[src/rtl/mem_channel_arbiter_if.sv]
`default_nettype none
`timescale 1ns/1ps
// +--------------------------------------------------------------------------+
// | Module   : mem_channel_arbiter_if                                        |
// | Purpose  : Bundles the consumer-side and memory-side valid/ready buses   |
// |            of the memory channel arbiter.                                |
// | Ports    : none (signal container)                                       |
// |   consumer_read_*  : per-LSU read request/completion (packed per LSU)    |
// |   consumer_write_* : per-LSU write request/completion (packed per LSU)   |
// |   mem_read_*       : single read port toward memory                      |
// |   mem_write_*      : single write port toward memory                     |
// | Modports : master - the arbiter (issues memory requests, answers LSUs)   |
// |            slave  - the environment (LSUs plus memory model)             |
// | Revision : 1.0 - initial release                                         |
// +--------------------------------------------------------------------------+
interface mem_channel_arbiter_if #(
  parameter int NUM_CONSUMERS = 4,
  parameter int ADDR_BITS     = 8,
  parameter int DATA_BITS     = 8
);
  logic [NUM_CONSUMERS-1:0]           consumer_read_valid;
  logic [NUM_CONSUMERS*ADDR_BITS-1:0] consumer_read_address;
  logic [NUM_CONSUMERS-1:0]           consumer_read_ready;
  logic [NUM_CONSUMERS*DATA_BITS-1:0] consumer_read_data;
  logic [NUM_CONSUMERS-1:0]           consumer_write_valid;
  logic [NUM_CONSUMERS*ADDR_BITS-1:0] consumer_write_address;
  logic [NUM_CONSUMERS*DATA_BITS-1:0] consumer_write_data;
  logic [NUM_CONSUMERS-1:0]           consumer_write_ready;

  logic                 mem_read_valid;
  logic [ADDR_BITS-1:0] mem_read_address;
  logic                 mem_read_ready;
  logic [DATA_BITS-1:0] mem_read_data;
  logic                 mem_write_valid;
  logic [ADDR_BITS-1:0] mem_write_address;
  logic [DATA_BITS-1:0] mem_write_data;
  logic                 mem_write_ready;

  modport master (
    input  consumer_read_valid, consumer_read_address,
    output consumer_read_ready, consumer_read_data,
    input  consumer_write_valid, consumer_write_address, consumer_write_data,
    output consumer_write_ready,
    output mem_read_valid, mem_read_address,
    input  mem_read_ready, mem_read_data,
    output mem_write_valid, mem_write_address, mem_write_data,
    input  mem_write_ready
  );

  modport slave (
    output consumer_read_valid, consumer_read_address,
    input  consumer_read_ready, consumer_read_data,
    output consumer_write_valid, consumer_write_address, consumer_write_data,
    input  consumer_write_ready,
    input  mem_read_valid, mem_read_address,
    output mem_read_ready, mem_read_data,
    input  mem_write_valid, mem_write_address, mem_write_data,
    output mem_write_ready
  );
endinterface
`default_nettype wire

[src/rtl/mem_channel_arbiter.sv]
`default_nettype none
`timescale 1ns/1ps
// +--------------------------------------------------------------------------+
// | Module   : mem_channel_arbiter                                           |
// | Purpose  : Shares one memory channel (one read port, one write port)     |
// |            between NUM_CONSUMERS LSUs with round-robin arbitration.      |
// |            One transaction in flight at a time; all outputs registered.  |
// | Ports    :                                                               |
// |   clk      in   rising-edge clock                                        |
// |   reset    in   synchronous, active-low reset                            |
// |   bus      ifc  mem_channel_arbiter_if.master (consumer + memory buses)  |
// |   busy     out  high whenever the controller is not idle                 |
// |   grant_id out  index of the consumer currently (last) served            |
// | Revision : 1.0 - initial release                                         |
// +--------------------------------------------------------------------------+
module mem_channel_arbiter #(
  parameter int NUM_CONSUMERS = 4,
  parameter int ADDR_BITS     = 8,
  parameter int DATA_BITS     = 8
) (
  input  wire                               clk,
  input  wire                               reset,
  mem_channel_arbiter_if.master             bus,
  output logic                              busy,
  output logic [$clog2(NUM_CONSUMERS)-1:0]  grant_id
);

  localparam int GRANT_BITS = $clog2(NUM_CONSUMERS);
  localparam logic [GRANT_BITS:0]   NUM_WIDE = (GRANT_BITS+1)'(NUM_CONSUMERS);
  localparam logic [GRANT_BITS-1:0] LAST_ID  = GRANT_BITS'(NUM_CONSUMERS - 1);
  localparam logic [NUM_CONSUMERS-1:0] ONE_HOT_ZERO = NUM_CONSUMERS'(1);

  typedef enum logic [1:0] {
    ST_IDLE       = 2'd0,
    ST_READ_WAIT  = 2'd1,
    ST_WRITE_WAIT = 2'd2,
    ST_RELEASE    = 2'd3
  } state_t;

  state_t                  state;
  logic [GRANT_BITS-1:0]   rr_ptr;
  logic                    is_write;
  logic [NUM_CONSUMERS-1:0] rd_ready;
  logic [NUM_CONSUMERS-1:0] wr_ready;
  logic                    mem_rd_valid;
  logic [ADDR_BITS-1:0]    mem_rd_addr;
  logic                    mem_wr_valid;
  logic [ADDR_BITS-1:0]    mem_wr_addr;
  logic [DATA_BITS-1:0]    mem_wr_data;
  logic [DATA_BITS-1:0]    rd_data [NUM_CONSUMERS];

  // Unpacked views of the packed consumer buses, indexable by a grant index.
  logic [ADDR_BITS-1:0]    rd_addr_arr [NUM_CONSUMERS];
  logic [ADDR_BITS-1:0]    wr_addr_arr [NUM_CONSUMERS];
  logic [DATA_BITS-1:0]    wr_data_arr [NUM_CONSUMERS];

  genvar gi;
  generate
    for (gi = 0; gi < NUM_CONSUMERS; gi++) begin : g_unpack
      assign rd_addr_arr[gi] = bus.consumer_read_address[gi*ADDR_BITS +: ADDR_BITS];
      assign wr_addr_arr[gi] = bus.consumer_write_address[gi*ADDR_BITS +: ADDR_BITS];
      assign wr_data_arr[gi] = bus.consumer_write_data[gi*DATA_BITS +: DATA_BITS];
      assign bus.consumer_read_data[gi*DATA_BITS +: DATA_BITS] = rd_data[gi];
    end
  endgenerate

  // ---------------------------------------------------------------------
  // Round-robin search. The request vector is rotated so that bit 0 is the
  // consumer at rr_ptr; the lowest set bit of the rotated vector is then
  // the winner's distance from rr_ptr.
  // ---------------------------------------------------------------------
  logic [NUM_CONSUMERS-1:0]   req;
  logic [2*NUM_CONSUMERS-1:0] req_twice;
  logic [NUM_CONSUMERS-1:0]   req_rot;
  logic [NUM_CONSUMERS-1:0]   scan;
  logic [GRANT_BITS-1:0]      cand;
  logic [GRANT_BITS-1:0]      offset;
  logic                       found;
  logic [GRANT_BITS:0]        win_sum;
  logic [GRANT_BITS-1:0]      winner;
  logic [NUM_CONSUMERS-1:0]   winner_onehot;
  logic                       winner_reads;

  assign req       = bus.consumer_read_valid | bus.consumer_write_valid;
  assign req_twice = {req, req};
  assign req_rot   = NUM_CONSUMERS'(req_twice >> rr_ptr);

  always_comb begin
    scan   = req_rot;
    cand   = '0;
    offset = '0;
    found  = 1'b0;
    for (int k = 0; k < NUM_CONSUMERS; k++) begin
      if (scan[0] && !found) begin
        found  = 1'b1;
        offset = cand;
      end
      scan = scan >> 1;
      cand = cand + 1'b1;
    end
  end

  always_comb begin
    win_sum = {1'b0, rr_ptr} + {1'b0, offset};
    if (win_sum >= NUM_WIDE) begin
      win_sum = win_sum - NUM_WIDE;
    end
  end

  assign winner        = win_sum[GRANT_BITS-1:0];
  assign winner_onehot = ONE_HOT_ZERO << winner;
  // A consumer raising both valids is served as a read first.
  assign winner_reads  = |(bus.consumer_read_valid & winner_onehot);

  // ---------------------------------------------------------------------
  // Grant-side helpers
  // ---------------------------------------------------------------------
  logic [NUM_CONSUMERS-1:0] grant_onehot;
  logic                     grantee_valid;
  logic [GRANT_BITS-1:0]    next_ptr;
  logic                     capture_read;

  assign grant_onehot  = ONE_HOT_ZERO << grant_id;
  assign grantee_valid = is_write ? |(bus.consumer_write_valid & grant_onehot)
                                  : |(bus.consumer_read_valid  & grant_onehot);
  assign next_ptr      = (grant_id == LAST_ID) ? '0 : grant_id + 1'b1;
  assign capture_read  = (state == ST_READ_WAIT) && bus.mem_read_ready;

  // ---------------------------------------------------------------------
  // Controller
  // ---------------------------------------------------------------------
  always_ff @(posedge clk) begin
    if (!reset) begin
      state        <= ST_IDLE;
      rr_ptr       <= '0;
      grant_id     <= '0;
      busy         <= 1'b0;
      is_write     <= 1'b0;
      rd_ready     <= '0;
      wr_ready     <= '0;
      mem_rd_valid <= 1'b0;
      mem_rd_addr  <= '0;
      mem_wr_valid <= 1'b0;
      mem_wr_addr  <= '0;
      mem_wr_data  <= '0;
    end else begin
      case (state)
        ST_IDLE: begin
          if (found) begin
            grant_id <= winner;
            busy     <= 1'b1;
            if (winner_reads) begin
              is_write     <= 1'b0;
              mem_rd_valid <= 1'b1;
              mem_rd_addr  <= rd_addr_arr[winner];
              state        <= ST_READ_WAIT;
            end else begin
              is_write     <= 1'b1;
              mem_wr_valid <= 1'b1;
              mem_wr_addr  <= wr_addr_arr[winner];
              mem_wr_data  <= wr_data_arr[winner];
              state        <= ST_WRITE_WAIT;
            end
          end
        end

        ST_READ_WAIT: begin
          if (bus.mem_read_ready) begin
            mem_rd_valid <= 1'b0;
            rd_ready     <= grant_onehot;
            state        <= ST_RELEASE;
          end
        end

        ST_WRITE_WAIT: begin
          if (bus.mem_write_ready) begin
            mem_wr_valid <= 1'b0;
            wr_ready     <= grant_onehot;
            state        <= ST_RELEASE;
          end
        end

        ST_RELEASE: begin
          // Completion stays visible until the served LSU withdraws its
          // request, so a slow LSU cannot miss it.
          if (!grantee_valid) begin
            rd_ready <= '0;
            wr_ready <= '0;
            rr_ptr   <= next_ptr;
            busy     <= 1'b0;
            state    <= ST_IDLE;
          end
        end

        default: begin
          state <= ST_IDLE;
        end
      endcase
    end
  end

  // Per-consumer read data holds until that consumer's next read returns.
  generate
    for (gi = 0; gi < NUM_CONSUMERS; gi++) begin : g_rdata
      always_ff @(posedge clk) begin
        if (!reset) begin
          rd_data[gi] <= '0;
        end else if (capture_read && (grant_id == GRANT_BITS'(gi))) begin
          rd_data[gi] <= bus.mem_read_data;
        end
      end
    end
  endgenerate

  assign bus.consumer_read_ready  = rd_ready;
  assign bus.consumer_write_ready = wr_ready;
  assign bus.mem_read_valid       = mem_rd_valid;
  assign bus.mem_read_address     = mem_rd_addr;
  assign bus.mem_write_valid      = mem_wr_valid;
  assign bus.mem_write_address    = mem_wr_addr;
  assign bus.mem_write_data       = mem_wr_data;

endmodule
`default_nettype wire

[src/flat_wrapper.sv]
// flat-port wrapper written by rule: the top's interface ports become plain ports
module mem_channel_arbiter_flat 
#(
  parameter int NUM_CONSUMERS = 4,
  parameter int ADDR_BITS     = 8,
  parameter int DATA_BITS     = 8
)
  (clk, reset, busy, grant_id, bus_consumer_read_valid, bus_consumer_read_address, bus_consumer_read_ready, bus_consumer_read_data, bus_consumer_write_valid, bus_consumer_write_address, bus_consumer_write_data, bus_consumer_write_ready, bus_mem_read_valid, bus_mem_read_address, bus_mem_read_ready, bus_mem_read_data, bus_mem_write_valid, bus_mem_write_address, bus_mem_write_data, bus_mem_write_ready);
  mem_channel_arbiter_if #(.NUM_CONSUMERS(NUM_CONSUMERS), .ADDR_BITS(ADDR_BITS), .DATA_BITS(DATA_BITS)) bus_i ();
  input  wire clk;
  input  wire reset;
  output logic busy;
  output logic [$clog2(NUM_CONSUMERS)-1:0] grant_id;
  input wire logic [$bits(bus_i.consumer_read_valid)-1:0] bus_consumer_read_valid;
  input wire logic [$bits(bus_i.consumer_read_address)-1:0] bus_consumer_read_address;
  output wire logic [$bits(bus_i.consumer_read_ready)-1:0] bus_consumer_read_ready;
  output wire logic [$bits(bus_i.consumer_read_data)-1:0] bus_consumer_read_data;
  input wire logic [$bits(bus_i.consumer_write_valid)-1:0] bus_consumer_write_valid;
  input wire logic [$bits(bus_i.consumer_write_address)-1:0] bus_consumer_write_address;
  input wire logic [$bits(bus_i.consumer_write_data)-1:0] bus_consumer_write_data;
  output wire logic [$bits(bus_i.consumer_write_ready)-1:0] bus_consumer_write_ready;
  output wire logic [$bits(bus_i.mem_read_valid)-1:0] bus_mem_read_valid;
  output wire logic [$bits(bus_i.mem_read_address)-1:0] bus_mem_read_address;
  input wire logic [$bits(bus_i.mem_read_ready)-1:0] bus_mem_read_ready;
  input wire logic [$bits(bus_i.mem_read_data)-1:0] bus_mem_read_data;
  output wire logic [$bits(bus_i.mem_write_valid)-1:0] bus_mem_write_valid;
  output wire logic [$bits(bus_i.mem_write_address)-1:0] bus_mem_write_address;
  output wire logic [$bits(bus_i.mem_write_data)-1:0] bus_mem_write_data;
  input wire logic [$bits(bus_i.mem_write_ready)-1:0] bus_mem_write_ready;
  assign bus_i.consumer_read_valid = bus_consumer_read_valid;
  assign bus_i.consumer_read_address = bus_consumer_read_address;
  assign bus_consumer_read_ready = bus_i.consumer_read_ready;
  assign bus_consumer_read_data = bus_i.consumer_read_data;
  assign bus_i.consumer_write_valid = bus_consumer_write_valid;
  assign bus_i.consumer_write_address = bus_consumer_write_address;
  assign bus_i.consumer_write_data = bus_consumer_write_data;
  assign bus_consumer_write_ready = bus_i.consumer_write_ready;
  assign bus_mem_read_valid = bus_i.mem_read_valid;
  assign bus_mem_read_address = bus_i.mem_read_address;
  assign bus_i.mem_read_ready = bus_mem_read_ready;
  assign bus_i.mem_read_data = bus_mem_read_data;
  assign bus_mem_write_valid = bus_i.mem_write_valid;
  assign bus_mem_write_address = bus_i.mem_write_address;
  assign bus_mem_write_data = bus_i.mem_write_data;
  assign bus_i.mem_write_ready = bus_mem_write_ready;
  mem_channel_arbiter #(.NUM_CONSUMERS(NUM_CONSUMERS), .ADDR_BITS(ADDR_BITS), .DATA_BITS(DATA_BITS)) u_core (.clk(clk), .reset(reset), .bus(bus_i), .busy(busy), .grant_id(grant_id));
endmodule
[config.mk]
export PLATFORM = sky130hd
export DESIGN_NAME = mem_channel_arbiter_flat
export DESIGN_NICKNAME = d
export VERILOG_FILES = /design/src/rtl/mem_channel_arbiter_if.sv /design/src/rtl/mem_channel_arbiter.sv /design/src/flat_wrapper.sv
export SDC_FILE = /design/constraint.sdc
export NUM_CORES = 1
export LEC_CHECK = 0
export CORE_ASPECT_RATIO = 1.2
export CORE_MARGIN = 8
export CORE_UTILIZATION = 43
export CTS_BUF_LIST = sky130_fd_sc_hd__clkbuf_8
export CTS_CLUSTER_DIAMETER = 50
export DETAILED_ROUTE_END_ITERATION = 12
export PLACE_DENSITY_LB_ADDON = 0.2
export RECOVER_POWER = 100
export SLEW_MARGIN = 10
export SYNTH_ARGS = -nofsm -noshare
export SYNTH_HDL_FRONTEND = slang
export SYNTH_SLANG_ARGS = --single-unit
[constraint.sdc]
create_clock -name clk -period 4.3 [get_ports clk]
set_input_delay 0.86 -clock clk [delete_from_list [all_inputs] [get_ports clk]]
set_output_delay 0.86 -clock clk [all_outputs]
set_load 0.01 [all_outputs]
==> qor.yml, run 1 <==
critical_path:
  critical_path_peak_fanout: 16
  crit_type: "in2reg"
  critPathLaunchType: "primary input"
  cp-end-kind: "flip-flop"
  crit_path_cell_trace: "dlygate4sd3_1 -> nor2_1 -> or4_1 -> nand3_1 -> o21ai_0 -> nand3_1 -> ha_1 -> mux2i_1 -> nand2_1 -> mux2i_1 -> o21ai_2 -> mux2i_1 -> nor2b_1"
  reg2reg_slack_ns: 1.12
  r2r-end: "u_core.bus.mem_write_address[6]$_SDFFE_PN0P_"
  ff2ff_path_depth: 11
  cp_slowest_cell: "o21ai_2"
  arrival_ns: 4.12
  cp_slowest_stage_delay_ns: 0.85
  required_ns: 4.54
  r2r_start: "u_core.rr_ptr[0]$_SDFFE_PN0P_"
  crit_path_frequent_cell: "mux2i_1"
yosys:
  synth_seq_cells: 74
  ys.flop_type: "dfxtp_1"
  synth-xor-area-share: 0.00701
  synth_cell_types: 44
  netlist_top_cells_area: "edfxtp_1 (24%), dfxtp_1 (21%), mux4_2 (12%)"
  synth_fp_nets: 446
  ys_top_cells_by_count: "dfxtp_1 (42), and2_1 (36), edfxtp_1 (32), mux2i_1 (32), nor2b_1 (32)"
  synth_edf_count: 32
  synth-simple-area-share: 0.175
  synth_compound_area_frac: 0.0796
  ys_warn_count: 0
  syn_area_per_cell_um2: 12.3
  synthMuxAreaShare: 0.222
  synth.most_common_cell: "dfxtp_1"
  yosysSeqAreaShare: 0.459
  synth_top_family_by_area: "multiplexers"
  synthArstFlopShare: 0
  syn_inst: 320
  synthAdderAreaFrac: 0.0318
  yosysTopAreaCell: "edfxtp_1"
  synth_top_cell_area_share: 0.245
  synth_area_um2: 3930
worst_hold_path:
  hold_path_class: "reg2reg"
  holdCritStartpoint: "u_core.bus.mem_read_address[4]$_SDFFE_PN0P_"
  min_to: "u_core.bus.mem_read_address[4]$_SDFFE_PN0P_"
  holdPathStages: 1
power_and_ir_drop:
  p_per_area_nw_per_um2: 421
  p_int_mw: 1.75
  clock_power_share: 0.242
  power_leakage_nw: 2.47
  sw_frac_of_total: 0.322
  peakVddDrop_mv: 0.222
  p_comb_frac: 0.396
  seqPwrFrac: 0.362
  p_sw_mw: 0.827
die:
  start_util: 0.437
  rows: 38
  die_w_um: 103
  io_pins: 185
  core_area_um2: 8990
  fp.dieArea_um2: 12500
  die_y_um: 121
cells_and_area:
  syn_to_final_growth_pct: 55.7
  fin_nets: 632
  fin_util: 0.681
  antenna_cells: 0
  drive_above_1_share: 0.0959
  n_fill_cell: 680
  design_area_um2: 6120
place:
  numPortBuffers: 184
  placed_area_um2: 5890
  place_hpwl_um: 9360
  gp_congestion: 0.902
run_status:
  status: "completed"
sta:
  tns_ns: 0
  worst_pin_slew_ns: 1.05
  grt_setup_unrepaired: "no"
  setup_viol: 0
  fin_crit_ns: 3.89
  skew_ns: 0.0109
  fmax_ghz: 0.257
  hold_violations: 0
  fin_crit_sh: 0.904
  slew_headroom: 0.300
  hold_slack_ns: 0.483
  slew_violations: 0
global_route:
  grt_pass1_wl_um: 17500
  gr-total-overflow: 0
  grt_max_degree: 27
  grtUsageTotal: 0.182
  antenna_found_initial: 0
  grt_pass1_vias: 3451
clocking:
  cts_hold_buf: 0
  cts_tree: "done"
  cts_buffer_depth: 2
  cts_sinks: 74
  cts_root_buf: "clkbuf_8"
  cts_buffers: 9
  cts_setup_buffers: 0
  clock_latency_ns: 0.34
  cts_resized: 0
  cts_max_level: 3
  clkTransAtPathRegs_ns: 0.08
routing:
  wl_per_cell_um: 18.3
  post-route-drc-count: 0
  drt-total-wl_um: 11500
  vias: 3233
  first_pass_iters: 4
  drt_iter0_drc: 130
  via_per_inst: 5.12
  ant_nets: 0
flow_run:
  timing.max_cap.violations: 0
## kinds of logic (layout without fill, tap and decap cells)
group,Yosys count,after routing
AOI/OAI and AO/OA,39,39
buffers and inverters,21,212
DFF,74,74
adders and majority gates,10,10
and+or+nand+nor,119,119
muxes,56,56
xor gates and xnor gates,1,1
## layout make-up
cell class | count | area (um^2) | area share
multi-input combinational | 225 | 2020 | 0.331
clock buffer | 10 | 138 | 0.0225
tap | 120 | 150 | 0.0245
inverter | 6 | 22.5 | 0.00368
timing repair buffer | 190 | 1890 | 0.308
sequential | 74 | 1800 | 0.295
clock inverter | 6 | 95.1 | 0.0155
## registers in the layout (all words and copies together), names as in the netlist, 4 cells and up
register,cells
u_core.rd_data,32
u_core.bus.mem_read_address,8
u_core.bus.mem_write_address,8
u_core.bus.mem_write_data,8
u_core.bus.consumer_read_ready,4
u_core.bus.consumer_write_ready,4
## through the flow
stage	total power, mW	worst slack, ns	cells
4_1_cts	2.64	0.476	631
5_1_grt	2.70	0.161	631
6_report	2.57	0.413	631
2_1_floorplan	1.55	0.936	320
3_5_place_dp	2.02	0.137	615
3_3_place_gp	1.99	0.204	615
## power by group through the flow
stage | registers, mW | logic (mW) | clock network (mW)
after floorplan | 0.985 | 0.564 | 0
after global placement | 0.945 | 1.05 | 0
after detailed placement | 0.948 | 1.07 | 0
after CTS | 0.935 | 1.07 | 0.631
after global routing | 0.946 | 1.10 | 0.660
final | 0.931 | 1.02 | 0.622
## worst max path at each step
stage                     depth (start not counted)                                           end  slack [ns]                        start
after floorplan                                  12   u_core.bus.mem_read_address[7]$_SDFFE_PN0P_        0.94  bus_consumer_write_valid[1]
after global placement                           13  u_core.bus.mem_write_address[5]$_SDFFE_PN0P_        0.20   bus_consumer_read_valid[3]
after detailed placement                         13  u_core.bus.mem_write_address[7]$_SDFFE_PN0P_        0.14   bus_consumer_read_valid[3]
after CTS                                        13  u_core.bus.mem_write_address[6]$_SDFFE_PN0P_        0.48   bus_consumer_read_valid[3]
after global routing                             13   u_core.bus.mem_read_address[6]$_SDFFE_PN0P_        0.16   bus_consumer_read_valid[3]
final                                            13  u_core.bus.mem_write_address[6]$_SDFFE_PN0P_        0.41   bus_consumer_read_valid[3]
## layout by cell type (no fill, tap or decap), types with 7 or more instances in the layout
cell type | netlist | layout
dlygate4sd3_1 | 0 | 71
mux2i_1 | 32 | 32
mux4_2 | 21 | 21
clkbuf_8 | 0 | 10
ha_1 | 10 | 10
nor2b_1 | 32 | 32
nor2_1 | 7 | 7
and2_0 | 0 | 11
and2_1 | 36 | 25
dfxtp_1 | 42 | 42
a22o_1 | 10 | 10
clkdlybuf4s50_1 | 0 | 113
nand2_1 | 17 | 17
edfxtp_1 | 32 | 32
nand3_1 | 8 | 8
## routing by layer
| metal | track usage | share of wire | up-vias |
|---|---|---|---|
| met4 | 0.0535 | 0.011 | 0 |
| met3 | 0.0615 | 0.091 | 10 |
| met5 | 0 | 0 | - |
| met2 | 0.328 | 0.53 | 144 |
| met1 | 0.193 | 0.37 | 1519 |
| li1 | - | - | 1560 |
## critical path, delay by kind of cell
| family | cells | cell delay [ns] |
|---|---|---|
| AO/OA/AOI/OAI | 2 | 0.93 |
| adder cells (fa/ha/maj) | 1 | 0.27 |
| AND/OR/NAND/NOR | 6 | 0.85 |
| multiplexers | 3 | 0.56 |
| buffers and inverters | 1 | 0.66 |
Power figures use the tool's default switching activity.
==> run 2: changes to the inputs <==
--- a/config.mk
+++ b/config.mk
@@ -9,7 +9,6 @@
 export CORE_MARGIN = 8
 export CORE_UTILIZATION = 43
 export CTS_BUF_LIST = sky130_fd_sc_hd__clkbuf_8
-export CTS_CLUSTER_DIAMETER = 50
 export DETAILED_ROUTE_END_ITERATION = 12
 export PLACE_DENSITY_LB_ADDON = 0.2
 export RECOVER_POWER = 100
==> results of run 2 <==
No change in the layout: final DEF, timing and power equal those of run 1.
==> run 3: changes to the inputs <==
--- a/config.mk
+++ b/config.mk
@@ -5,6 +5,7 @@
 export SDC_FILE = /design/constraint.sdc
 export NUM_CORES = 1
 export LEC_CHECK = 0
+export CAP_MARGIN = 10
 export CORE_ASPECT_RATIO = 1.2
 export CORE_MARGIN = 8
 export CORE_UTILIZATION = 43
==> results of run 3 <==
No change in the layout: final DEF, timing and power equal those of run 1.
